===== config.mk =====
export PLATFORM = sky130hd
export DESIGN_NAME = data_mem_sram_ctrl_flat
export DESIGN_NICKNAME = d
export VERILOG_FILES = /design/src/rtl/data_mem_sram_ctrl_if.sv /design/src/rtl/data_mem_sram_ctrl.sv /design/src/flat_wrapper.sv
export SDC_FILE = /design/constraint.sdc
export NUM_CORES = 1
export LEC_CHECK = 0
export ABC_AREA = 1
export CORE_AREA = 3 3 83 85
export DETAILED_ROUTE_END_ITERATION = 10
export DIE_AREA = 0 0 86 88
export DONT_BUFFER_PORTS = 1
export PLACE_DENSITY = 0.84
export SLEW_MARGIN = 20
export SYNTH_ARGS = -nofsm -noshare
export SYNTH_HDL_FRONTEND = slang
export SYNTH_SLANG_ARGS = --single-unit

===== constraint.sdc =====
create_clock -name clk -period 1.7 [get_ports clk]
set_input_delay 0.255 -clock clk [delete_from_list [all_inputs] [get_ports clk]]
set_output_delay 0.255 -clock clk [all_outputs]
set_load 0.01 [all_outputs]

===== src/rtl/data_mem_sram_ctrl_if.sv =====
// data_mem_sram_ctrl_if: MEM-stage command bus plus SRAM pin bundle
interface data_mem_sram_ctrl_if #(
  parameter int SRAM_AW = 17
);
  logic               mem_r_en;
  logic               mem_w_en;
  logic [31:0]        address;
  logic [31:0]        st_value;
  logic [31:0]        mem_out;
  logic               ready;
  logic [SRAM_AW-1:0] sram_addr;
  logic [31:0]        sram_wdata;
  logic [31:0]        sram_rdata;
  logic               sram_we_n;
  logic               sram_oe_n;
  logic               sram_ce_n;
  modport master (
    output mem_r_en, mem_w_en, address, st_value, sram_rdata,
    input  mem_out, ready, sram_addr, sram_wdata, sram_we_n, sram_oe_n, sram_ce_n
  );
  modport slave (
    input  mem_r_en, mem_w_en, address, st_value, sram_rdata,
    output mem_out, ready, sram_addr, sram_wdata, sram_we_n, sram_oe_n, sram_ce_n
  );
endinterface


===== src/rtl/data_mem_sram_ctrl.sv =====
// data_mem_sram_ctrl: sequences MEM-stage loads/stores onto an async SRAM with fixed wait states
module data_mem_sram_ctrl #(
  parameter int          WAIT_CYCLES = 5,
  parameter logic [31:0] BASE_ADDR   = 32'd1024,
  parameter int          SRAM_AW     = 17
) (
  input logic                 clk,
  input logic                 rst,
  data_mem_sram_ctrl_if.slave bus
);
  typedef enum logic [1:0] {IDLE, ACCESS, DONE} state_t;
  state_t             state_q, state_d;
  logic [3:0]         cnt_q, cnt_d;
  logic [SRAM_AW-1:0] addr_q, addr_d;
  logic [31:0]        wdata_q, wdata_d;
  logic [31:0]        mem_out_q, mem_out_d;
  logic               we_q, we_d;
  logic               req;
  assign req = bus.mem_r_en | bus.mem_w_en;
  always_ff @(posedge clk or negedge rst) begin
    if (!rst) begin
      state_q   <= IDLE;
      cnt_q     <= '0;
      addr_q    <= '0;
      wdata_q   <= '0;
      mem_out_q <= '0;
      we_q      <= 1'b0;
    end else begin
      state_q   <= state_d;
      cnt_q     <= cnt_d;
      addr_q    <= addr_d;
      wdata_q   <= wdata_d;
      mem_out_q <= mem_out_d;
      we_q      <= we_d;
    end
  end
  // Address/data/op are captured only in IDLE so ACCESS is immune to input changes
  always_comb begin
    state_d   = state_q;
    cnt_d     = cnt_q;
    addr_d    = addr_q;
    wdata_d   = wdata_q;
    mem_out_d = mem_out_q;
    we_d      = we_q;
    case (state_q)
      IDLE: if (req) begin
        addr_d  = SRAM_AW'((bus.address - BASE_ADDR) >> 2);
        wdata_d = bus.st_value;
        we_d    = bus.mem_w_en;
        cnt_d   = '0;
        state_d = ACCESS;
      end
      ACCESS: begin
        cnt_d = cnt_q + 4'd1;
        if (cnt_q == 4'(WAIT_CYCLES - 1)) begin
          state_d   = DONE;
          mem_out_d = we_q ? mem_out_q : bus.sram_rdata;
        end
      end
      default: state_d = IDLE;
    endcase
  end
  // Strobes decode straight from state so reset releases them asynchronously
  assign bus.ready      = (state_q == DONE) || (state_q == IDLE && !req);
  assign bus.sram_ce_n  = state_q != ACCESS;
  assign bus.sram_we_n  = !(state_q == ACCESS && we_q);
  assign bus.sram_oe_n  = !(state_q == ACCESS && !we_q);
  assign bus.sram_addr  = addr_q;
  assign bus.sram_wdata = wdata_q;
  assign bus.mem_out    = mem_out_q;
endmodule


===== src/flat_wrapper.sv =====
// flat-port wrapper written by rule: the top's interface ports become plain ports
module data_mem_sram_ctrl_flat 
#(
  parameter int          WAIT_CYCLES = 5,
  parameter logic [31:0] BASE_ADDR   = 32'd1024,
  parameter int          SRAM_AW     = 17
)
  (clk, rst, bus_mem_r_en, bus_mem_w_en, bus_address, bus_st_value, bus_sram_rdata, bus_mem_out, bus_ready, bus_sram_addr, bus_sram_wdata, bus_sram_we_n, bus_sram_oe_n, bus_sram_ce_n);
  data_mem_sram_ctrl_if #(.SRAM_AW(SRAM_AW)) bus_i ();
  input logic clk;
  input logic rst;
  input wire logic [$bits(bus_i.mem_r_en)-1:0] bus_mem_r_en;
  input wire logic [$bits(bus_i.mem_w_en)-1:0] bus_mem_w_en;
  input wire logic [$bits(bus_i.address)-1:0] bus_address;
  input wire logic [$bits(bus_i.st_value)-1:0] bus_st_value;
  input wire logic [$bits(bus_i.sram_rdata)-1:0] bus_sram_rdata;
  output wire logic [$bits(bus_i.mem_out)-1:0] bus_mem_out;
  output wire logic [$bits(bus_i.ready)-1:0] bus_ready;
  output wire logic [$bits(bus_i.sram_addr)-1:0] bus_sram_addr;
  output wire logic [$bits(bus_i.sram_wdata)-1:0] bus_sram_wdata;
  output wire logic [$bits(bus_i.sram_we_n)-1:0] bus_sram_we_n;
  output wire logic [$bits(bus_i.sram_oe_n)-1:0] bus_sram_oe_n;
  output wire logic [$bits(bus_i.sram_ce_n)-1:0] bus_sram_ce_n;
  assign bus_i.mem_r_en = bus_mem_r_en;
  assign bus_i.mem_w_en = bus_mem_w_en;
  assign bus_i.address = bus_address;
  assign bus_i.st_value = bus_st_value;
  assign bus_i.sram_rdata = bus_sram_rdata;
  assign bus_mem_out = bus_i.mem_out;
  assign bus_ready = bus_i.ready;
  assign bus_sram_addr = bus_i.sram_addr;
  assign bus_sram_wdata = bus_i.sram_wdata;
  assign bus_sram_we_n = bus_i.sram_we_n;
  assign bus_sram_oe_n = bus_i.sram_oe_n;
  assign bus_sram_ce_n = bus_i.sram_ce_n;
  data_mem_sram_ctrl #(.WAIT_CYCLES(WAIT_CYCLES), .BASE_ADDR(BASE_ADDR), .SRAM_AW(SRAM_AW)) u_core (.clk(clk), .rst(rst), .bus(bus_i));
endmodule

; ---- Word level (Yosys, flattened, before mapping)
; Index checks and enable logic that the tools add are counted.
[totals]
out_inout_bits = 85
word_cells = 35
register_bits = 88
[classes]
eq_ne = 6
reduce_logical = 14
muxes = 5
n_addsub = 2
bitwise_logic = 2
[op_table]
columns = operator, count
row1 = "19-bit by 11-bit subtractor with 19-bit output, second input constant", 1
row2 = 4-bit one-hot mux with 2 select lines, 1
row3 = "2-bit by 1-bit != test with 1-bit output, second input constant", 3
row4 = 2-bit AND reduction, 3
row5 = "4-bit by 1-bit adder with 4-bit output, second input constant", 1
row6 = "4-bit by 3-bit equality test with 1-bit output, second input constant", 1
row7 = 1-bit zero test, 4
row8 = 2-bit two-way mux, 2
row9 = 4-bit two-way mux, 1
row10 = 2-bit one-hot mux with 2 select lines, 1
row11 = 1-bit logical AND, 3
row12 = 3-bit AND reduction, 1
row13 = "2-bit by 1-bit equality test with 1-bit output, second input constant", 1
row14 = "2-bit equality test, second input constant", 1
row15 = 2-bit zero test, 1
row16 = 2-bit nonzero test, 1
row17 = 1-bit logical OR, 1
row18 = 1-bit NOT, 1
row19 = 1-bit OR, 1

; ---- Longest topological paths before layout
[logic_depth]
depth_word = 4
depth_mapped = 8
depth_no_buf = 7

; ---- Worst setup path before layout
; Ideal clock, no wire load.
[synth_path]
kind = reg2reg
start = register u_core.cnt_q[0]
end = register u_core.mem_out_q[10] (netlist: u_core.bus.mem_out[10])
required_ns = 1.583
path_stages_with_launch = 9
path_slack_ns = 0.383
period_less_slack_ns = 1.317
setup_ns = 0.117
path_buffers = 1
arrival_ns = 1.200
path_cell_list = dfrtp_1 > inv_1 > ha_1 > nand2_1 > nor2_2 > nand2_2 > buf_2 > nand2_1 > nand2_1
[synth_via]
elab_chain_len = 2
[synth_rtl]
columns = item, line
row1 = "start, declared", data_mem_sram_ctrl.sv:13  ; logic [3:0] cnt_q, cnt_d;
row2 = "start signal, assigned", data_mem_sram_ctrl.sv:30  ; cnt_q <= cnt_d;
row3 = 4-bit by 3-bit equality test with 1-bit output, data_mem_sram_ctrl.sv:55  ; if (cnt_q == 4'(WAIT_CYCLES - 1)) begin
row4 = 3-bit AND reduction (no source line), n/a
row5 = "end signal, assigned", data_mem_sram_ctrl.sv:33  ; mem_out_q <= mem_out_d;
row6 = "end, declared", data_mem_sram_ctrl.sv:16  ; logic [31:0] mem_out_q, mem_out_d;
; No other way between the ends.
; A chain may end at the register's enable or synchronous reset.

; ---- Worst setup path in the final report
[layout_path]
start = register u_core.state_q[1]
end = output port bus_sram_oe_n
[layout_via]
elab_chain_len = 3
[layout_rtl]
columns = item, line
row1 = "start, declared", data_mem_sram_ctrl.sv:12  ; state_t state_q, state_d;
row2 = "start signal, assigned", data_mem_sram_ctrl.sv:29  ; state_q <= state_d;
row3 = 2-bit by 1-bit equality test with 1-bit output, data_mem_sram_ctrl.sv:67  ; assign bus.sram_oe_n = !(state_q == ACCESS && !we_q);
row4 = 1-bit logical AND, data_mem_sram_ctrl.sv:67
row5 = 1-bit zero test, data_mem_sram_ctrl.sv:67
row6 = "end, declared", flat_wrapper.sv:22  ; output wire logic [$bits(bus_i.sram_oe_n)-1:0] bus_sram_oe_n;
; No other way between the ends.

==> summary.txt <==
Floorplanning
  • Std-Cell Rows: 29
  • Die area: 7570 sq um
  • Starting Density: 0.584
  • Die Width: 86 microns
  • I/O pins: approximately 190
  • Floorplan die height: 88 microns
  • CORE AREA: 6280 sq um

Worst setup path
  • Crit path largest cell delay: 390 ps
  • Reg2Reg Setup Slack: 180 ps
  • WP buf/inv: 3
  • Family with the most delay on the worst path: flip-flops
  • CP Capture Type: output pin
  • R2R cell count: 7
  • CP Data Required Time: ~1400 ps
  • Crit Path Max Fanout: 16
  • Startpoint Class: flip-flop
  • CP max stage cell: dfrtp_1
  • Worst r2r dst: u_core.bus.mem_out[24]$_DFFE_PN0P_
  • Worst-path cell chain: inv_1, nand2_4, nor2_4, buf_12, inv_1
  • CP most frequent cell: inv_1
  • CP Data Arrival Time: 1340 ps
  • Kind of critical path: reg2out
  • Reg2reg start: u_core.cnt_q[1]$_DFFE_PN0P_

Timing
  • Worst slack on hold paths: -402 ps
  • Final TNS setup: 0 ps
  • Skew final: 10.7 ps
  • Post-route minimum period: about 1600 ps
  • Tcrit/Tclk final: 0.939
  • RSZ-0062 raised after global routing: no
  • Fin. Hold Viols: 88
  • Setup slack after layout: between 100 and 150 ps
  • Worst slew margin: 0.766
  • Fmax: approximately 0.63 GHz
  • Slew Viols, Final: 0
  • Worst slew pin tran: 351 ps
  • Endpoints failing setup: 0

Synth
  • Synth async-reset ratio: 1.00
  • Top_reg_cell synth: dfrtp_1
  • Count leader, synth: nand2_1
  • Post-synth top cells: 220 x nand2_1, 88 x dfrtp_1, 41 x nand3_1
  • Synth unique cells: 18
  • Sequential-to-total area share from yosys stat: 0.601
  • Area leader, netlist: dfrtp_1
  • Mapped Cells: 426
  • Syn_nets: between 500 and 600
  • Ys Warns: 0
  • Seq cells post-synth: 88
  • Ranking of synthesized cells by area: dfrtp_1 60%, nand2_1 23%, nand3_1 5.6%
  • Avg Inst Size Synth: 8.60 sq um
  • Number of synthesized flops with an enable pin: 0
  • Post-synth top area share: 0.601
  • Synth Cell Area: around 3700 sq um

Pwr
  • Logic pwr share: 0.271
  • Switching Power: 3310 uW
  • Clock share of power: 0.205
  • Switching share of power: 0.399
  • Share of power burned in registers: 0.524
  • P_leak: between 0.002 and 0.0025 uW
  • Max IR drop VDD: 1120 uV
  • Power density cells: 2050 nW/um^2
  • Internal Power: 4970 uW
  • Power Total: 8280 uW

Routing
  • Routed vias: 2752
  • Iteration-0 DRC count of the detailed router: around 130
  • DRT Pass-1 Iters: 4
  • Via-to-Cell Ratio: 5.36
  • Antenna-violating nets left: 0
  • Wire per inst: about 16 microns
  • Post-route DRC: 0
  • Final wirelength: 7.98 mm

Final layout
  • Final instance area: a little over 4000 sq um
  • Core Util, Final: 0.643
  • Area Overhead vs Synth: 10.1%
  • Nets@finish: 534
  • Fill count: 501
  • Ant diodes: 0
  • Share of cells above drive strength 1: 0.0688

Run
  • Max-Cap Viols: 0

Place
  • I/O Buffers: 0
  • Final GP Congestion: between 0.7 and 0.8
  • Place WS: 73.6 ps
  • DP Wirelength: 5.50 mm
  • Cell Area, Placed: 3660 sq um

CTS
  • Sinks on Clock Net: 88
  • Clk buf depth: 2
  • Worst-path clk slew: roughly 90 ps
  • CTS tree: built
  • CTS root buffer: clkbuf_8
  • CTS H-tree depth: 3
  • Num CTS Buffers: 9
  • Hold-fix buffers, CTS: 6
  • Clk_lat worst skew: 340 ps

GRT
  • Vias in the first global route: 2605
  • Remaining global-route overflow: 0
  • First-pass GRT wire length: 12.2 mm
  • Largest net degree at the start of global routing: just under 90
  • GRT Overall Usage: 0.207
  • Initial antenna violation count: 0

Run status
  • Failing checks: negative hold slack
  • Outcome: finished, violations left

Min path
  • HP Class: in2async
## registers in the layout, summed over array words and instances (netlist names)
register               cells
u_core.we_q                1
u_core.bus.sram_addr      17
u_core.bus.sram_wdata     32
u_core.state_q             2
u_core.cnt_q               4
u_core.bus.mem_out        32
## area by class of cell
class	count	area, sq um	share of cell area
Clock buffer	9	124	0.0307
Clock inverter	7	120	0.0298
Inverter	18	67.6	0.0167
Multi-Input combinational cell	300	1260	0.312
Sequential cell	88	2200	0.546
Tap cell	77	96.3	0.0239
Timing Repair Buffer	14	166	0.0412
## cells by family (layout without fill, tap and decap cells)
family / count (synthesis) / in the layout / share of synthesized area
adder cells (fa/ha/maj): 3 / 3 / 0.0102
AO/OA/AOI/OAI: 15 / 15 / 0.0205
AND/OR/NAND/NOR: 281 / 281 / 0.308
buffers and inverters: 38 / 48 / 0.0584
flip-flops: 88 / 88 / 0.601
XOR/XNOR: 1 / 1 / 0.00239
## worst max-delay path by stage
| stage | from | end | slack (ps) | cells past startpoint |
|---|---|---|---|---|
| detailed placement | u_core.cnt_q[0]$_DFFE_PN0P_ | u_core.bus.mem_out[12]$_DFFE_PN0P_ | 70 | 7 |
| finish | u_core.state_q[1]$_DFFE_PN0P_ | bus_sram_oe_n | 100 | 5 |
| floorplan | u_core.cnt_q[0]$_DFFE_PN0P_ | u_core.bus.mem_out[10]$_DFFE_PN0P_ | 380 | 8 |
| global placement | u_core.cnt_q[0]$_DFFE_PN0P_ | u_core.bus.mem_out[11]$_DFFE_PN0P_ | 150 | 7 |
| CTS | u_core.state_q[1]$_DFFE_PN0P_ | bus_sram_oe_n | 40 | 5 |
| global route | u_core.state_q[1]$_DFFE_PN0P_ | bus_sram_oe_n | 4 | 5 |
## metrics by stage
step	std cells	hold slack [ps]
2_1_floorplan	426	-40.6
3_3_place_gp	488	-38.9
3_5_place_dp	488	-38.8
4_1_cts	511	-422
5_1_grt	513	-431
6_report	513	-402
## power groups by stage
stage	logic, uW	registers, uW	clock network [uW]
after detailed placement	2050	4370	0
after floorplan	1770	4140	0
final	2240	4340	1700
after CTS	2120	4360	1740
after global placement	1890	4360	0
after global routing	2610	4470	1810
## layer usage
layer  vias to the layer above  global-route usage  share of wire
met5                         -                   0              0
met4                         0              0.0763         0.0079
met3                         7              0.0856           0.13
met2                       140               0.329           0.48
met1                      1282               0.254           0.39
li1                       1323                   -              -
## layout by cell type, fill, tap and decap left out, drive strengths merged, types with 4 or more instances in the layout
cell           n
nand2        223
dfrtp         88
nand3         41
inv           18
nor2          15
o21ai         11
clkbuf        10
buf            7
dlygate4sd3    6
a21oi          4
## timing repair
item                                    4_1_cts  5_1_grt
resized for setup                             4        2
buffers inserted                              1        1
pin swaps                                     1        1
endpoints found under the setup margin        1       33
cloned                                        0        1
endpoints found under the hold margin        94       88
Power figures use the tool's default switching activity.
